File: config.mk
export PLATFORM = sky130hd
export DESIGN_NAME = itrx_aib_phy_latn_bank_flat
export DESIGN_NICKNAME = d
export VERILOG_FILES = /design/src/rtl/itrx_aib_phy_latn_bank_if.sv /design/src/rtl/itrx_aib_phy_latn_bank.sv /design/src/flat_wrapper.sv
export SDC_FILE = /design/constraint.sdc
export NUM_CORES = 1
export LEC_CHECK = 0
export CELL_PAD_IN_SITES_DETAIL_PLACEMENT = 1
export CELL_PAD_IN_SITES_GLOBAL_PLACEMENT = 1
export CORE_MARGIN = 5
export CORE_UTILIZATION = 39
export CTS_CLUSTER_SIZE = 28
export DETAILED_ROUTE_END_ITERATION = 10
export HOLD_SLACK_MARGIN = 0.06
export MAX_ROUTING_LAYER = met4
export PLACE_DENSITY_LB_ADDON = 0.05
export REMOVE_ABC_BUFFERS = 1
export SLEW_MARGIN = 20
export SYNTH_ARGS = -nofsm -noshare
export SYNTH_HDL_FRONTEND = slang
export SYNTH_SLANG_ARGS = --single-unit
File: constraint.sdc
create_clock -name clk -period 3.09 [get_ports clk]
set_input_delay 0.618 -clock clk [delete_from_list [all_inputs] [get_ports clk]]
set_output_delay 0.618 -clock clk [all_outputs]
set_load 0.01 [all_outputs]
File: src/rtl/itrx_aib_phy_latn_bank_if.sv
// rtl/itrx_aib_phy_latn_bank_if.sv - update handshake and channel data bundle for the hold bank
//
// Purpose: groups the hold bank's control, data and handshake signals.
// Ports (as seen by the slave / bank):
//   mode     in   1 = transparent, 0 = hold
//   din      in   NCH*W channel data, channel i at [i*W +: W]
//   ch_mask  in   channels to update, sampled with the request
//   upd_req  in   4-phase update request
//   upd_ack  out  update acknowledge
//   busy     out  update in progress
//   qout     out  held channel data
//   qvld     out  channel written since reset
interface itrx_aib_phy_latn_bank_if #(
    parameter int W   = 8,
    parameter int NCH = 4
);
    logic               mode;
    logic [NCH*W-1:0]   din;
    logic [NCH-1:0]     ch_mask;
    logic               upd_req;
    logic               upd_ack;
    logic               busy;
    logic [NCH*W-1:0]   qout;
    logic [NCH-1:0]     qvld;

    modport master (
        output mode, din, ch_mask, upd_req,
        input  upd_ack, busy, qout, qvld
    );

    modport slave (
        input  mode, din, ch_mask, upd_req,
        output upd_ack, busy, qout, qvld
    );
endinterface

File: src/rtl/itrx_aib_phy_latn_bank.sv
// rtl/itrx_aib_phy_latn_bank.sv - multi-channel hold bank with atomic masked update
//
// Purpose: holds AIB PHY static controls. In transparent mode qout follows
// din with one cycle of latency. In hold mode qout changes only through a
// masked update, committed on a single edge HOLD_CYC cycles after capture.
// Ports:
//   clk   in  clock
//   rstn  in  synchronous active-low reset
//   bus   slave modport of itrx_aib_phy_latn_bank_if
module itrx_aib_phy_latn_bank #(
    parameter int W        = 8,
    parameter int NCH      = 4,
    parameter int HOLD_CYC = 4
) (
    input  logic                      clk,
    input  logic                      rstn,
    itrx_aib_phy_latn_bank_if.slave   bus
);
    localparam int CW = (HOLD_CYC > 0) ? $clog2(HOLD_CYC + 1) : 1;
    localparam logic [CW-1:0] CNT_LAST = (HOLD_CYC > 0) ? CW'(HOLD_CYC - 1) : '0;

    typedef enum logic [1:0] {IDLE, SETTLE, ACK} state_t;

    state_t             state, state_nxt;
    logic [CW-1:0]      cnt, cnt_nxt;
    logic [NCH*W-1:0]   shadow, shadow_nxt;
    logic [NCH-1:0]     smask, smask_nxt;
    logic [NCH*W-1:0]   qout_r, qout_nxt;
    logic [NCH-1:0]     qvld_r, qvld_nxt;
    logic               ack_r, ack_nxt;
    logic               busy_r, busy_nxt;

    // Commit source: the shadow after settling, or din/ch_mask directly when
    // there is no settle window.
    logic               commit;
    logic [NCH*W-1:0]   com_data;
    logic [NCH-1:0]     com_mask;

    always_ff @(posedge clk) begin
        if (!rstn) begin
            state  <= IDLE;
            cnt    <= '0;
            shadow <= '0;
            smask  <= '0;
            qout_r <= '0;
            qvld_r <= '0;
            ack_r  <= 1'b0;
            busy_r <= 1'b0;
        end else begin
            state  <= state_nxt;
            cnt    <= cnt_nxt;
            shadow <= shadow_nxt;
            smask  <= smask_nxt;
            qout_r <= qout_nxt;
            qvld_r <= qvld_nxt;
            ack_r  <= ack_nxt;
            busy_r <= busy_nxt;
        end
    end

    always_comb begin
        state_nxt  = state;
        cnt_nxt    = cnt;
        shadow_nxt = shadow;
        smask_nxt  = smask;
        qout_nxt   = qout_r;
        qvld_nxt   = qvld_r;
        ack_nxt    = ack_r;
        commit     = 1'b0;
        com_data   = shadow;
        com_mask   = smask;

        case (state)
            IDLE: begin
                // A request outranks transparent tracking on the same edge.
                if (bus.upd_req) begin
                    shadow_nxt = bus.din;
                    smask_nxt  = bus.ch_mask;
                    if (HOLD_CYC == 0) begin
                        commit    = 1'b1;
                        com_data  = bus.din;
                        com_mask  = bus.ch_mask;
                        state_nxt = ACK;
                    end else begin
                        cnt_nxt   = '0;
                        state_nxt = SETTLE;
                    end
                end else if (bus.mode) begin
                    qout_nxt = bus.din;
                    qvld_nxt = '1;
                end
            end
            SETTLE: begin
                cnt_nxt = cnt + 1'b1;
                if (cnt == CNT_LAST) begin
                    commit    = 1'b1;
                    state_nxt = ACK;
                end
            end
            ACK: begin
                if (!bus.upd_req) begin
                    ack_nxt   = 1'b0;
                    state_nxt = IDLE;
                end
            end
            default: state_nxt = IDLE;
        endcase

        if (commit) begin
            ack_nxt = 1'b1;
            for (int i = 0; i < NCH; i++) begin
                if (com_mask[i]) begin
                    qout_nxt[i*W +: W] = com_data[i*W +: W];
                    qvld_nxt[i]        = 1'b1;
                end
            end
        end

        // With no settle window the update never reports busy, even while
        // waiting in ACK for the request to drop.
        busy_nxt = (HOLD_CYC > 0) && (state_nxt != IDLE);
    end

    assign bus.qout    = qout_r;
    assign bus.qvld    = qvld_r;
    assign bus.upd_ack = ack_r;
    assign bus.busy    = busy_r;
endmodule

File: src/flat_wrapper.sv
// flat-port wrapper written by rule: the top's interface ports become plain ports
module itrx_aib_phy_latn_bank_flat 
#(
    parameter int W        = 8,
    parameter int NCH      = 4,
    parameter int HOLD_CYC = 4
)
  (clk, rstn, bus_mode, bus_din, bus_ch_mask, bus_upd_req, bus_upd_ack, bus_busy, bus_qout, bus_qvld);
  itrx_aib_phy_latn_bank_if #(.W(W), .NCH(NCH)) bus_i ();
  input  logic clk;
  input  logic rstn;
  input wire logic [$bits(bus_i.mode)-1:0] bus_mode;
  input wire logic [$bits(bus_i.din)-1:0] bus_din;
  input wire logic [$bits(bus_i.ch_mask)-1:0] bus_ch_mask;
  input wire logic [$bits(bus_i.upd_req)-1:0] bus_upd_req;
  output wire logic [$bits(bus_i.upd_ack)-1:0] bus_upd_ack;
  output wire logic [$bits(bus_i.busy)-1:0] bus_busy;
  output wire logic [$bits(bus_i.qout)-1:0] bus_qout;
  output wire logic [$bits(bus_i.qvld)-1:0] bus_qvld;
  assign bus_i.mode = bus_mode;
  assign bus_i.din = bus_din;
  assign bus_i.ch_mask = bus_ch_mask;
  assign bus_i.upd_req = bus_upd_req;
  assign bus_upd_ack = bus_i.upd_ack;
  assign bus_busy = bus_i.busy;
  assign bus_qout = bus_i.qout;
  assign bus_qvld = bus_i.qvld;
  itrx_aib_phy_latn_bank #(.W(W), .NCH(NCH), .HOLD_CYC(HOLD_CYC)) u_core (.clk(clk), .rstn(rstn), .bus(bus_i));
endmodule
==> results_tabular.tex, run 1 <==
\begin{tabular}{lr}
\hline
Metric & Value \\
\hline
\multicolumn{2}{l}{\textbf{Synthesis}} \\
Post-synthesis sequential area ratio & 49.01\% \\
Cell area after technology mapping & 3227 um2 \\
Synth warn & 0 \\
Synth Area in XOR/XNOR & 0\% \\
Synth Area in Compound Gates & 22.88\% \\
Dominant combinational cell family by area after synthesis & compound AO/OA/AOI/OAI gates \\
Adder-cell area share of the yosys netlist & approximately 1.2\% \\
Seq cells post-synth & 79 \\
Number of cells produced by synthesis & 385 \\
Area fraction in and, or, nand and nor cells after synthesis & 20.63\% \\
Distinct cells, synth & 24 \\
Share of synthesized area spent on multiplexers & 0\% \\
Per-instance average area after synthesis & approximately 8.4 um2 \\
\multicolumn{2}{l}{\textbf{Die}} \\
Top-Level Pins & 78 \\
Die Outline Area & 10190 um2 \\
Die extent in y & 101.0 um \\
Row cnt & 33 \\
Horizontal extent of the die & slightly above 100 um \\
Initial core utilization & 39.67\% \\
Core Box Area & approximately 8100 um2 \\
\multicolumn{2}{l}{\textbf{Detailed routing}} \\
WL met1 & 4018 um \\
Vias & 2861 \\
Met3 wire len & between 300 and 400 um \\
WL/cell & 15.17 um \\
Post-detailed-route DRC marker count & 0 \\
Vias per cell & about 5.1 \\
Detailed Route WL & 8493 um \\
Detail Route met2 WL & 3957 um \\
Post-route ant nets & 0 \\
First-pass detailed-route iteration total & 4 \\
DR iter-0 viols & 78 \\
Highest metal layer used by the detailed router & met4 \\
\multicolumn{2}{l}{\textbf{Worst setup path}} \\
Path type of the worst setup path & register to register \\
Destination of the critical timing path & u\_core.bus.qout[29] \\
Startpoint of the most critical register-to-register path & u\_core.cnt[0] \\
Capture instance of the worst register-to-register path & u\_core.bus.qout[29] \\
Worst R2R Setup Slack & 0.98 ns \\
Critical Path End Type & register \\
Path depth of the worst reg2reg path & 5 \\
Crit path required time & 3.29 ns \\
Crit path max-delay cell type & sky130\_fd\_sc\_hd\_\_nand4b\_1 \\
Crit Path Max Fanout & 17 \\
CP peak stage delay & slightly above 0.6 ns \\
Startpoint kind of the worst setup timing path & register \\
Cell breakdown of the critical path & ha\_1 > ha\_1 > nand4b\_1 > o21ai\_0 > a31oi\_1 \\
Data arrival time at the worst-slack endpoint & 2.31 ns \\
Worst Setup SP & u\_core.cnt[0] \\
Most frequent cell on the critical path & sky130\_fd\_sc\_hd\_\_ha\_1 \\
\multicolumn{2}{l}{\textbf{Global route}} \\
Remaining Overflow, GRT & 0 \\
First-pass GRT wire length & 13880 um \\
Initial antenna violation count & 0 \\
Overall routing resource usage & 17.55\% \\
Pin count of the biggest net entering global routing & 42 \\
Vias in the first global route & 2944 \\
\multicolumn{2}{l}{\textbf{STA}} \\
Final min period & 2.113 ns \\
Number of max-slew violations in the final report & 0 \\
Final setup skew & 0.008390 ns \\
Setup TNS after final layout & 0 ns \\
Maximum frequency from static timing analysis & 0.4733 GHz \\
RSZ-0062 raised after global routing & no \\
Final setup vio count & 0 \\
Worst Max-Slew Pin Slew & slightly above 0.7 ns \\
Worst-case headroom to the max-slew limit & between 50\% and 60\% \\
Setup slack after layout & 0.9772 ns \\
Final Hold Viols & 0 \\
Final clock period utilization by the worst path & 68.37\% \\
\multicolumn{2}{l}{\textbf{CTS}} \\
CTS tree & done \\
CTS Buffer Depth & 2 \\
Post-CTS Setup Inserts & 0 \\
Total clock sinks & 79 \\
Number of gates resized after cts & 0 \\
Clock slew at the register clock pins of the worst setup and hold paths & 0.08 ns \\
Clock latency on the worst-skew pair & 0.34 ns \\
Cts hold-fix bufs & 0 \\
\# H-tree levels & 3 \\
Cts bufs inserted & 9 \\
Cell at the root of the clock tree & sky130\_fd\_sc\_hd\_\_clkbuf\_8 \\
\multicolumn{2}{l}{\textbf{Cells and area}} \\
Proportion of layout cells with a drive suffix above 1 & under 10\% \\
Area growth, synth to finish & 31.21\% \\
Net count of the finished layout & 494 \\
Number of antenna diodes & 0 \\
\multicolumn{2}{l}{\textbf{Power}} \\
Sequential cell fraction of total power & 47.7\% \\
Power per standard cell area & 544.0 nW/um2 \\
Relative contribution of combinational cells to total power & 11.5\% \\
Power spent charging and discharging nets & 0.5192 mW \\
Internal power consumption & 1.784 mW \\
Switching Share & 22.54\% \\
Worst IR Drop VDD & approximately 0.00024 V \\
Total leakage power & 1.500 nW \\
Fraction of power consumed by the clock network & 40.8\% \\
\multicolumn{2}{l}{\textbf{Place}} \\
Detailed placement HPWL & 5604 um \\
IO Port Bufs & 77 \\
Post-place setup slack & 0.6778 ns \\
Placer's final routability congestion estimate & between 0.7 and 0.8 \\
\multicolumn{2}{l}{\textbf{Worst hold path}} \\
Class of the worst hold path & register to register \\
Start point of the worst hold path & u\_core.com\_data[4] \\
\multicolumn{2}{l}{\textbf{Outcome}} \\
Result of the run & complete, no violations \\
\multicolumn{2}{l}{\textbf{Job}} \\
Number of maximum-capacitance constraint violations & 0 \\
\hline
\end{tabular}
[Yosys cell counts]
cell | n | area [um2]
sky130_fd_sc_hd__a31oi_1 | 32 | 200.2
sky130_fd_sc_hd__buf_4 | 2 | 15.01
sky130_fd_sc_hd__or4b_1 | 1 | 10.01
sky130_fd_sc_hd__nor4b_4 | 1 | 23.77
sky130_fd_sc_hd__nor2_1 | 5 | 18.77
sky130_fd_sc_hd__a21oi_1 | 2 | 10.01
sky130_fd_sc_hd__clkbuf_1 | 10 | 37.54
sky130_fd_sc_hd__nor2b_1 | 1 | 6.260
sky130_fd_sc_hd__nor3b_4 | 1 | 18.77
sky130_fd_sc_hd__o21ai_0 | 38 | 190.2
sky130_fd_sc_hd__ha_1 | 3 | 37.54
sky130_fd_sc_hd__a21boi_0 | 22 | 165.2
sky130_fd_sc_hd__buf_6 | 10 | 112.6
sky130_fd_sc_hd__or3b_1 | 1 | 8.760
sky130_fd_sc_hd__a211oi_1 | 1 | 7.510
sky130_fd_sc_hd__nand2b_1 | 2 | 12.51
sky130_fd_sc_hd__inv_1 | 1 | 3.750
sky130_fd_sc_hd__dfxtp_1 | 79 | 1582
sky130_fd_sc_hd__and2_1 | 1 | 6.260
sky130_fd_sc_hd__nand2_1 | 138 | 518.0
sky130_fd_sc_hd__a21boi_1 | 22 | 165.2
sky130_fd_sc_hd__nand3b_1 | 1 | 7.510
sky130_fd_sc_hd__nand4b_1 | 4 | 35.03
sky130_fd_sc_hd__buf_2 | 7 | 35.03
[critical path: cells and delay by family (launching register included)]
family	cells	cell delay [ns]
simple gates	1	0.61
fa+ha+maj	2	0.50
compound gates	2	0.50
flops	1	0.36
[logic make-up (layout without fill, tap and decap cells)]
logic type / count (synthesis) / in the layout
adders and majority gates: 3 / 3
buffers and inverters: 30 / 100
and+or+nand+nor: 156 / 156
AOI/OAI and AO/OA: 117 / 117
DFF: 79 / 79
[metrics by stage]
step	hold slack [ns]	std cells	total power [mW]	area, um2	util [%]
after floorplan	0.4319	356	1.228	3027	-
after global placement	0.4378	545	1.381	3989	49.04
after detailed placement	0.4450	545	1.391	3989	49.04
after CTS	0.4553	560	2.332	4234	52.05
after global routing	0.4725	560	2.406	4234	52.05
final	0.4524	560	2.303	4234	52.05
[worst min path at each step]
| stage | end | depth (start not counted) |
|---|---|---|
| after floorplan | u_core.com_data[13] | 2 |
| after global placement | u_core.com_data[20] | 2 |
| after detailed placement | u_core.com_data[1] | 2 |
| after CTS | u_core.com_data[4] | 2 |
| after global routing | u_core.com_data[1] | 2 |
| final | u_core.com_data[4] | 2 |
[sequential cells by signal, summed over array words and instances, names as in the netlist]
| signal | count |
|---|---|
| u_core.bus.qvld | 4 |
| u_core.state | 2 |
| u_core.com_data | 32 |
| u_core.bus.qout | 32 |
| u_core.bus.upd_ack | 1 |
| u_core.bus.busy | 1 |
| u_core.cnt | 3 |
| u_core.com_mask | 4 |
[layer usage]
layer / vias up / GRT usage [%]
met5: - / -
met4: 0 / 5.828
met3: 11 / 3.114
met2: 66 / 28.96
met1: 1352 / 21.71
li1: 1432 / -
[layout by cell type (no fill, tap or decap)]
master,instances
sky130_fd_sc_hd__a211oi_1,1
sky130_fd_sc_hd__a21boi_0,22
sky130_fd_sc_hd__a21boi_1,22
sky130_fd_sc_hd__a21oi_1,2
sky130_fd_sc_hd__a31oi_1,32
sky130_fd_sc_hd__and2_1,1
sky130_fd_sc_hd__buf_12,1
sky130_fd_sc_hd__buf_2,1
sky130_fd_sc_hd__buf_4,6
sky130_fd_sc_hd__bufinv_16,3
sky130_fd_sc_hd__clkbuf_1,1
sky130_fd_sc_hd__clkbuf_8,11
sky130_fd_sc_hd__clkdlybuf4s50_1,76
sky130_fd_sc_hd__dfxtp_1,79
sky130_fd_sc_hd__ha_1,3
sky130_fd_sc_hd__inv_1,1
sky130_fd_sc_hd__nand2_1,138
sky130_fd_sc_hd__nand2b_1,2
sky130_fd_sc_hd__nand3b_1,1
sky130_fd_sc_hd__nand4b_1,4
sky130_fd_sc_hd__nor2_1,5
sky130_fd_sc_hd__nor2b_1,1
sky130_fd_sc_hd__nor3b_4,1
sky130_fd_sc_hd__nor4b_4,1
sky130_fd_sc_hd__o21ai_0,38
sky130_fd_sc_hd__or3b_1,1
sky130_fd_sc_hd__or4b_1,1
[power by group through the flow]
stage	Clock, mW	Sequential (mW)	Combinational, mW
after detailed placement	0	1.12	0.268
after CTS	0.963	1.10	0.269
final	0.940	1.10	0.264
after global placement	0	1.12	0.260
after floorplan	0	1.13	0.101
after global routing	1.01	1.11	0.292
[area by class of cell]
class,instances,area (um2)
multi-input cells,276,1441
clock inverters,3,90.09
well taps,105,131.4
fillers,982,3900
repair buffers,84,830.8
inverters,1,3.754
clock buffers,12,155.1
flip-flops and latches,79,1582
(Power assumes the default switching activity.)
==> run 2, diff against run 1 <==
--- a/config.mk
+++ b/config.mk
@@ -8,7 +8,7 @@
 export CELL_PAD_IN_SITES_DETAIL_PLACEMENT = 1
 export CELL_PAD_IN_SITES_GLOBAL_PLACEMENT = 1
 export CORE_MARGIN = 5
-export CORE_UTILIZATION = 39
+export CORE_UTILIZATION = 32
 export CTS_CLUSTER_SIZE = 28
 export DETAILED_ROUTE_END_ITERATION = 10
 export HOLD_SLACK_MARGIN = 0.06
==> constraint.sdc (replaced) <==
create_clock -name clk -period 1.9 [get_ports clk]
set_input_delay 0.38 -clock clk [delete_from_list [all_inputs] [get_ports clk]]
set_output_delay 0.38 -clock clk [all_outputs]
set_load 0.01 [all_outputs]
==> run 2 against run 1 <==
Fmax rose by 28%. Via count rose by 2.0%. Register-to-register slack worse by 0.73 ns. Worst hold slack gained 0.0018 ns. Largest cell class unchanged. Largest power group unchanged.
==> results_tabular.tex, run 2 (synthesis results as in run 1) <==
\begin{tabular}{lr}
\hline
Metric & Value \\
\hline
\multicolumn{2}{l}{\textbf{Global route}} \\
First-pass GRT wire length & 15090 um (was 13880 um) \\
Initial antenna violation count & 0 (unchanged) \\
Pin count of the biggest net entering global routing & 36 (was 42) \\
Remaining Overflow, GRT & 0 (unchanged) \\
Overall routing resource usage & 15.12\% (was 17.55\%) \\
Vias in the first global route & 3036 (was 2944) \\
\multicolumn{2}{l}{\textbf{Worst setup path}} \\
Path depth of the worst reg2reg path & 6 (was 5) \\
Worst R2R Setup Slack & 0.24 ns (was 0.98 ns) \\
Crit Path Max Fanout & 15 (was 17) \\
Data arrival time at the worst-slack endpoint & 1.88 ns (was 2.31 ns) \\
Capture instance of the worst register-to-register path & u\_core.bus.qout[8] (was u\_core.bus.qout[29]) \\
Startpoint kind of the worst setup timing path & register (unchanged) \\
Destination of the critical timing path & u\_core.bus.qout[8] (was u\_core.bus.qout[29]) \\
Number of logic stages on the critical path including buffering & 6 (was 5) \\
Dominant delay contributor by cell family on the critical path & adder cells (was simple AND/OR/NAND/NOR gates) \\
Crit path required time & 2.12 ns (was 3.29 ns) \\
Most frequent cell on the critical path & sky130\_fd\_sc\_hd\_\_ha\_1 (unchanged) \\
Crit path max-delay cell type & sky130\_fd\_sc\_hd\_\_dfxtp\_1 (was sky130\_fd\_sc\_hd\_\_nand4b\_1) \\
Path type of the worst setup path & register to register (unchanged) \\
Number of buffer and inverter stages on the critical path & 1 (was 0) \\
CP peak stage delay & 0.35 ns (was 0.61 ns) \\
Cell breakdown of the critical path & ha\_1 > ha\_1 > nand4b\_1 > buf\_4 > o21ai\_0 > a31oi\_1 (was ha\_1 > ha\_1 > nand4b\_1 > o21ai\_0 > a31oi\_1) \\
Critical Path End Type & register (unchanged) \\
Startpoint of the most critical register-to-register path & u\_core.cnt[0] (unchanged) \\
Worst Setup SP & u\_core.cnt[0] (unchanged) \\
\multicolumn{2}{l}{\textbf{Power}} \\
Total power consumption of the routed design & 3.726 mW (was 2.303 mW) \\
Worst IR Drop VDD & 0.0003735 V (was 0.0002410 V) \\
Fraction of power consumed by the clock network & 39.9\% (was 40.8\%) \\
Internal power consumption & 2.854 mW (was 1.784 mW) \\
Relative contribution of combinational cells to total power & 12.3\% (was 11.5\%) \\
Power per standard cell area & 847.1 nW/um2 (was 544.0 nW/um2) \\
Switching Share & 23.40\% (was 22.54\%) \\
Total leakage power & 1.578 nW (was 1.500 nW) \\
Sequential cell fraction of total power & 47.8\% (was 47.7\%) \\
Power spent charging and discharging nets & 0.8718 mW (was 0.5192 mW) \\
\multicolumn{2}{l}{\textbf{Die}} \\
Top-Level Pins & 78 (unchanged) \\
Initial core utilization & 32.86\% (was 39.67\%) \\
Die extent in y & 110.4 um (was 101.0 um) \\
Row cnt & 36 (was 33) \\
Die Outline Area & 12190 um2 (was 10190 um2) \\
Horizontal extent of the die & 110.4 um (was 101.0 um) \\
Core Box Area & 9819 um2 (was 8134 um2) \\
\multicolumn{2}{l}{\textbf{CTS}} \\
Clock slew at the register clock pins of the worst setup and hold paths & 0.08 ns (about the same) \\
CTS tree & done (unchanged) \\
Number of gates resized after cts & 0 (unchanged) \\
Cts bufs inserted & 9 (unchanged) \\
\# H-tree levels & 3 (unchanged) \\
Cell at the root of the clock tree & sky130\_fd\_sc\_hd\_\_clkbuf\_8 (unchanged) \\
Clock latency on the worst-skew pair & 0.35 ns (was 0.34 ns) \\
Total clock sinks & 79 (unchanged) \\
CTS Buffer Depth & 2 (unchanged) \\
Cts hold-fix bufs & 0 (unchanged) \\
Post-CTS Setup Inserts & 0 (unchanged) \\
\multicolumn{2}{l}{\textbf{STA}} \\
Final Hold Viols & 0 (unchanged) \\
RSZ-0062 raised after global routing & no (unchanged) \\
Worst Max-Slew Pin Slew & 0.3897 ns (was 0.7095 ns) \\
Number of max-slew violations in the final report & 0 (unchanged) \\
Maximum frequency from static timing analysis & 0.6035 GHz (was 0.4733 GHz) \\
Final setup skew & 0.01161 ns (was 0.008390 ns) \\
Setup TNS after final layout & 0 ns (unchanged) \\
Final setup vio count & 0 (unchanged) \\
Worst hold margin & 0.4542 ns (was 0.4524 ns) \\
Worst-case headroom to the max-slew limit & 74.02\% (was 52.45\%) \\
Final min period & 1.657 ns (was 2.113 ns) \\
Final clock period utilization by the worst path & 87.21\% (was 68.37\%) \\
\multicolumn{2}{l}{\textbf{Cells and area}} \\
Number of antenna diodes & 0 (unchanged) \\
Area growth, synth to finish & 36.29\% (was 31.21\%) \\
Fillcell total & 1201 (was 982) \\
Most frequent cells in the layout & sky130\_fd\_sc\_hd\_\_nand2\_1, sky130\_fd\_sc\_hd\_\_dfxtp\_1, sky130\_fd\_sc\_hd\_\_clkdlybuf4s50\_1, sky130\_fd\_sc\_hd\_\_o21ai\_0, sky130\_fd\_sc\_hd\_\_a31oi\_1 (unchanged) \\
Final core utilization & 44.79\% (was 52.05\%) \\
Net count of the finished layout & 509 (was 494) \\
Most common cell after layout, fill and taps aside & sky130\_fd\_sc\_hd\_\_nand2\_1 (unchanged) \\
Proportion of layout cells with a drive suffix above 1 & 8.493\% (was 5.275\%) \\
\multicolumn{2}{l}{\textbf{Detailed routing}} \\
WL/cell & 14.41 um (was 15.17 um) \\
Vias per cell & 4.829 (was 5.109) \\
DR iter-0 viols & 99 (was 78) \\
Vias & 2917 (was 2861) \\
Post-route ant nets & 0 (unchanged) \\
Post-detailed-route DRC marker count & 0 (unchanged) \\
Detailed Route WL & 8704 um (was 8493 um) \\
First-pass detailed-route iteration total & 4 (unchanged) \\
\multicolumn{2}{l}{\textbf{Outcome}} \\
Result of the run & complete, no violations (unchanged) \\
\multicolumn{2}{l}{\textbf{Place}} \\
Placer's final routability congestion estimate & 0.7306 (was 0.7046) \\
Detailed placement HPWL & 5951 um (was 5604 um) \\
IO Port Bufs & 77 (unchanged) \\
\multicolumn{2}{l}{\textbf{Job}} \\
Number of maximum-capacitance constraint violations & 0 (unchanged) \\
\multicolumn{2}{l}{\textbf{Worst hold path}} \\
Start point of the worst hold path & u\_core.com\_data[4] (unchanged) \\
Class of the worst hold path & register to register (unchanged) \\
\hline
\end{tabular}
[run 2: cell type report]
class / instances / area, um2 / share of cell area (%)
Sequential cell: 79 / 1582 / 35.96
Clock inverter: 6 / 108.9 / 2.475
Inverter: 1 / 3.754 / 0.08535
Clock buffer: 10 / 127.6 / 2.902
Multi-Input combinational cell: 276 / 1441 / 32.77
Timing Repair Buffer: 99 / 968.4 / 22.02
Tap cell: 133 / 166.4 / 3.784
[run 2: how the worst min path moves through the flow]
stage / end / depth (start not counted)
after global placement: u_core.com_data[5] / 2
after detailed placement: u_core.com_data[26] / 2
after CTS: u_core.com_data[26] / 2
final: u_core.com_data[4] / 2
after floorplan: u_core.com_data[13] / 2
after global routing: u_core.com_data[15] / 2
[run 2: power groups by stage]
stage / Combinational [mW] / Clock (mW) / Sequential, mW
after CTS: 0.470 / 1.55 / 1.78
after global placement: 0.460 / 0 / 1.82
after global routing: 0.509 / 1.61 / 1.79
after floorplan: 0.164 / 0 / 1.83
final: 0.457 / 1.49 / 1.78
after detailed placement: 0.468 / 0 / 1.82
[run 2: through the flow]
step	worst slack [ns]	cells	instance area [um2]
after floorplan	0.1058	356	3027
after global placement	-0.002952	588	4161
after detailed placement	-0.03045	588	4161
after CTS	0.2090	604	4398
after global routing	0.1035	604	4398
final	0.2430	604	4398
[run 2: worst register-to-register path, stage by stage (launching register included)]
cell,delay [ns]
sky130_fd_sc_hd__dfxtp_1,0.35
sky130_fd_sc_hd__ha_1,0.18
sky130_fd_sc_hd__ha_1,0.29
sky130_fd_sc_hd__nand4b_1,0.23
sky130_fd_sc_hd__buf_4,0.26
sky130_fd_sc_hd__o21ai_0,0.18
sky130_fd_sc_hd__a31oi_1,0.06
[run 2: routing by layer]
layer  global-route usage [%]  routed length (um)  vias to the layer above
met5                        -                   0                        -
met4                    4.187                  97                        0
met3                    3.337                 323                        9
met1                    18.91                4140                     1388
li1                         -                   -                     1464
met2                    24.68                4141                       56
==> run 3, diff against run 2 <==
--- a/config.mk
+++ b/config.mk
@@ -9,6 +9,7 @@
 export CELL_PAD_IN_SITES_GLOBAL_PLACEMENT = 1
 export CORE_MARGIN = 5
 export CORE_UTILIZATION = 32
+export CTS_BUF_LIST = sky130_fd_sc_hd__clkbuf_16
 export CTS_CLUSTER_SIZE = 28
 export DETAILED_ROUTE_END_ITERATION = 10
 export HOLD_SLACK_MARGIN = 0.06
==> run 3 against run 2 <==
First-iteration DRC count is 6.1% lower. Global-route usage grew 0.32 points. Routed wire length increased by 1.3%. Final area is 2.3% higher. Critical path depth is the same. Worst setup slack got worse by 0.024 ns. Via count grew 0.58%. Clock power is 31% higher. Critical path type unchanged.
==> results_tabular.tex, run 3 (synthesis results as in run 1) <==
\begin{tabular}{lr}
\hline
Metric & Value \\
\hline
\multicolumn{2}{l}{\textbf{Global route}} \\
Global route hottest layer & met2 (unchanged) \\
Overall routing resource usage & 15.44\% (was 15.12\%) \\
Met2 Use GR & 24.92\% (was 24.68\%) \\
First-pass GRT wire length & 15260 um (was 15090 um) \\
Vias in the first global route & 3048 (was 3036) \\
Met3 usage & 4.486\% (was 3.337\%) \\
Pin count of the biggest net entering global routing & 36 (unchanged) \\
Initial antenna violation count & 0 (unchanged) \\
Remaining Overflow, GRT & 0 (unchanged) \\
Met1 Resource Use GR & 19.01\% (was 18.91\%) \\
\multicolumn{2}{l}{\textbf{Power}} \\
Internal power consumption & 3.261 mW (was 2.854 mW) \\
Switching Share & 22.20\% (was 23.40\%) \\
Relative contribution of combinational cells to total power & 10.9\% (was 12.3\%) \\
Worst IR Drop VDD & 0.0004199 V (was 0.0003735 V) \\
Fraction of power consumed by the clock network & 46.5\% (was 39.9\%) \\
Power per standard cell area & 931.5 nW/um2 (was 847.1 nW/um2) \\
Sequential cell fraction of total power & 42.6\% (was 47.8\%) \\
Power spent charging and discharging nets & 0.9303 mW (was 0.8718 mW) \\
Total leakage power & 1.628 nW (was 1.578 nW) \\
\multicolumn{2}{l}{\textbf{Worst setup path}} \\
Cell breakdown of the critical path & ha\_1 > ha\_1 > nand4b\_1 > buf\_4 > o21ai\_0 > a31oi\_1 (unchanged) \\
Data arrival time at the worst-slack endpoint & 1.89 ns (was 1.88 ns) \\
Worst Setup SP & u\_core.cnt[0] (unchanged) \\
CP peak stage delay & 0.36 ns (was 0.35 ns) \\
Dominant delay contributor by cell family on the critical path & adder cells (unchanged) \\
Startpoint kind of the worst setup timing path & register (unchanged) \\
Path type of the worst setup path & register to register (unchanged) \\
Critical Path End Type & register (unchanged) \\
Startpoint of the most critical register-to-register path & u\_core.cnt[0] (unchanged) \\
Number of buffer and inverter stages on the critical path & 1 (unchanged) \\
Most frequent cell on the critical path & sky130\_fd\_sc\_hd\_\_ha\_1 (unchanged) \\
Crit Path Max Fanout & 15 (unchanged) \\
Crit path required time & 2.11 ns (was 2.12 ns) \\
Crit path max-delay cell type & sky130\_fd\_sc\_hd\_\_dfxtp\_1 (unchanged) \\
\multicolumn{2}{l}{\textbf{Outcome}} \\
Result of the run & complete, no violations (unchanged) \\
\multicolumn{2}{l}{\textbf{Detailed routing}} \\
Post-route ant nets & 0 (unchanged) \\
Vias per cell & 4.858 (was 4.829) \\
Detailed Route WL & 8813 um (was 8704 um) \\
First-pass detailed-route iteration total & 4 (unchanged) \\
WL/cell & 14.59 um (was 14.41 um) \\
Vias & 2934 (was 2917) \\
DR iter-0 viols & 93 (was 99) \\
Post-detailed-route DRC marker count & 0 (unchanged) \\
\multicolumn{2}{l}{\textbf{CTS}} \\
Total clock sinks & 79 (unchanged) \\
CTS Buffer Depth & 2 (unchanged) \\
\# H-tree levels & 3 (unchanged) \\
CTS tree & done (unchanged) \\
Post-CTS Setup Inserts & 0 (unchanged) \\
Number of gates resized after cts & 0 (unchanged) \\
Cell at the root of the clock tree & sky130\_fd\_sc\_hd\_\_clkbuf\_16 (was sky130\_fd\_sc\_hd\_\_clkbuf\_8) \\
Cts bufs inserted & 9 (unchanged) \\
Cts hold-fix bufs & 0 (unchanged) \\
Clock slew at the register clock pins of the worst setup and hold paths & 0.06 ns (was 0.08 ns) \\
Clock latency on the worst-skew pair & 0.33 ns (was 0.35 ns) \\
\multicolumn{2}{l}{\textbf{Place}} \\
Placed instance count & 588 (unchanged) \\
Detailed placement HPWL & 5951 um (unchanged) \\
Cell area after placement & 4161 um2 (unchanged) \\
Post-place setup slack & -0.03045 ns (unchanged) \\
IO Port Bufs & 77 (unchanged) \\
Placer's final routability congestion estimate & 0.7306 (unchanged) \\
\multicolumn{2}{l}{\textbf{STA}} \\
Worst Max-Slew Pin Slew & 0.3839 ns (was 0.3897 ns) \\
Final min period & 1.681 ns (was 1.657 ns) \\
Number of max-slew violations in the final report & 0 (unchanged) \\
Final setup vio count & 0 (unchanged) \\
RSZ-0062 raised after global routing & no (unchanged) \\
Maximum frequency from static timing analysis & 0.5950 GHz (was 0.6035 GHz) \\
Final setup skew & 0.007988 ns (was 0.01161 ns) \\
Setup slack after layout & 0.2193 ns (was 0.2430 ns) \\
Final clock period utilization by the worst path & 88.46\% (was 87.21\%) \\
Worst-case headroom to the max-slew limit & 74.41\% (was 74.02\%) \\
Final Hold Viols & 0 (unchanged) \\
\multicolumn{2}{l}{\textbf{Cells and area}} \\
Post-Layout Inst Area & 4499 um2 (was 4398 um2) \\
Proportion of layout cells with a drive suffix above 1 & 8.493\% (unchanged) \\
Non-filler instance count after layout & 604 (unchanged) \\
Most frequent cells in the layout & sky130\_fd\_sc\_hd\_\_nand2\_1, sky130\_fd\_sc\_hd\_\_dfxtp\_1, sky130\_fd\_sc\_hd\_\_clkdlybuf4s50\_1, sky130\_fd\_sc\_hd\_\_o21ai\_0, sky130\_fd\_sc\_hd\_\_a31oi\_1 (unchanged) \\
Area growth, synth to finish & 39.43\% (was 36.29\%) \\
Fillcell total & 1194 (was 1201) \\
Most common cell after layout, fill and taps aside & sky130\_fd\_sc\_hd\_\_nand2\_1 (unchanged) \\
Number of antenna diodes & 0 (unchanged) \\
Net count of the finished layout & 509 (unchanged) \\
\multicolumn{2}{l}{\textbf{Worst hold path}} \\
Start point of the worst hold path & u\_core.com\_data[4] (unchanged) \\
Class of the worst hold path & register to register (unchanged) \\
\multicolumn{2}{l}{\textbf{Die}} \\
Initial core utilization & 32.86\% (unchanged) \\
Top-Level Pins & 78 (unchanged) \\
Die Outline Area & 12190 um2 (unchanged) \\
Horizontal extent of the die & 110.4 um (unchanged) \\
Core Box Area & 9819 um2 (unchanged) \\
Die extent in y & 110.4 um (unchanged) \\
Row cnt & 36 (unchanged) \\
\multicolumn{2}{l}{\textbf{Job}} \\
Number of maximum-capacitance constraint violations & 0 (unchanged) \\
\hline
\end{tabular}
run 3: cell types whose count changed in the layout (fill, tap and decap cells not counted):
cell                        delta
sky130_fd_sc_hd__clkbuf_1      -1
sky130_fd_sc_hd__inv_1         +1
sky130_fd_sc_hd__clkbuf_16     +9
sky130_fd_sc_hd__clkbuf_8      -9
run 3: power by group through the flow:
stage | logic [mW] | registers (mW) | clock network [mW]
final | 0.458 | 1.79 | 1.95
after floorplan | 0.164 | 1.83 | 0
after global routing | 0.510 | 1.80 | 2.08
after global placement | 0.460 | 1.82 | 0
after detailed placement | 0.468 | 1.82 | 0
after CTS | 0.471 | 1.79 | 2.02
run 3: worst reg2reg max path, cell delays in order (launching register included):
cell	delay [ns]
sky130_fd_sc_hd__dfxtp_1	0.36
sky130_fd_sc_hd__ha_1	0.19
sky130_fd_sc_hd__ha_1	0.29
sky130_fd_sc_hd__nand4b_1	0.23
sky130_fd_sc_hd__buf_4	0.26
sky130_fd_sc_hd__o21ai_0	0.18
sky130_fd_sc_hd__a31oi_1	0.06
run 3: final timing paths:
kind	cells after the start	slack, ns	to
setup / recovery	6	0.22	u_core.bus.qout[8]
hold / removal	2	0.45	u_core.com_data[4]
setup reg to reg	6	0.22	u_core.bus.qout[8]
hold reg to reg	2	0.45	u_core.com_data[4]
run 3: per-stage QoR:
step	setup TNS [ns]	util, %	total power [mW]	hold WS, ns
2_1_floorplan	0	-	1.997	0.4319
3_3_place_gp	-0.006480	42.38	2.280	0.4377
3_5_place_dp	-0.6107	42.38	2.290	0.4452
4_1_cts	0	45.82	4.275	0.4536
5_1_grt	0	45.82	4.382	0.4738
6_report	0	45.82	4.191	0.4512
run 3: layer usage:
| metal | share of wire [%] | routed length, um |
|---|---|---|
| met1 | 48 | 4247 |
| met2 | 47 | 4182 |
| met3 | 3.6 | 314 |
| met5 | 0 | 0 |
| met4 | 0.78 | 69 |
run 3: cell type report:
cell class	instances	area [um2]	share of cell area, %
clock buffer	9	225.2	5.006
clock inverter	7	112.6	2.503
inverter	1	3.754	0.08343
multi-input combinational	276	1441	32.04
sequential	79	1582	35.15
tap	133	166.4	3.699
timing repair buffer	99	968.4	21.52
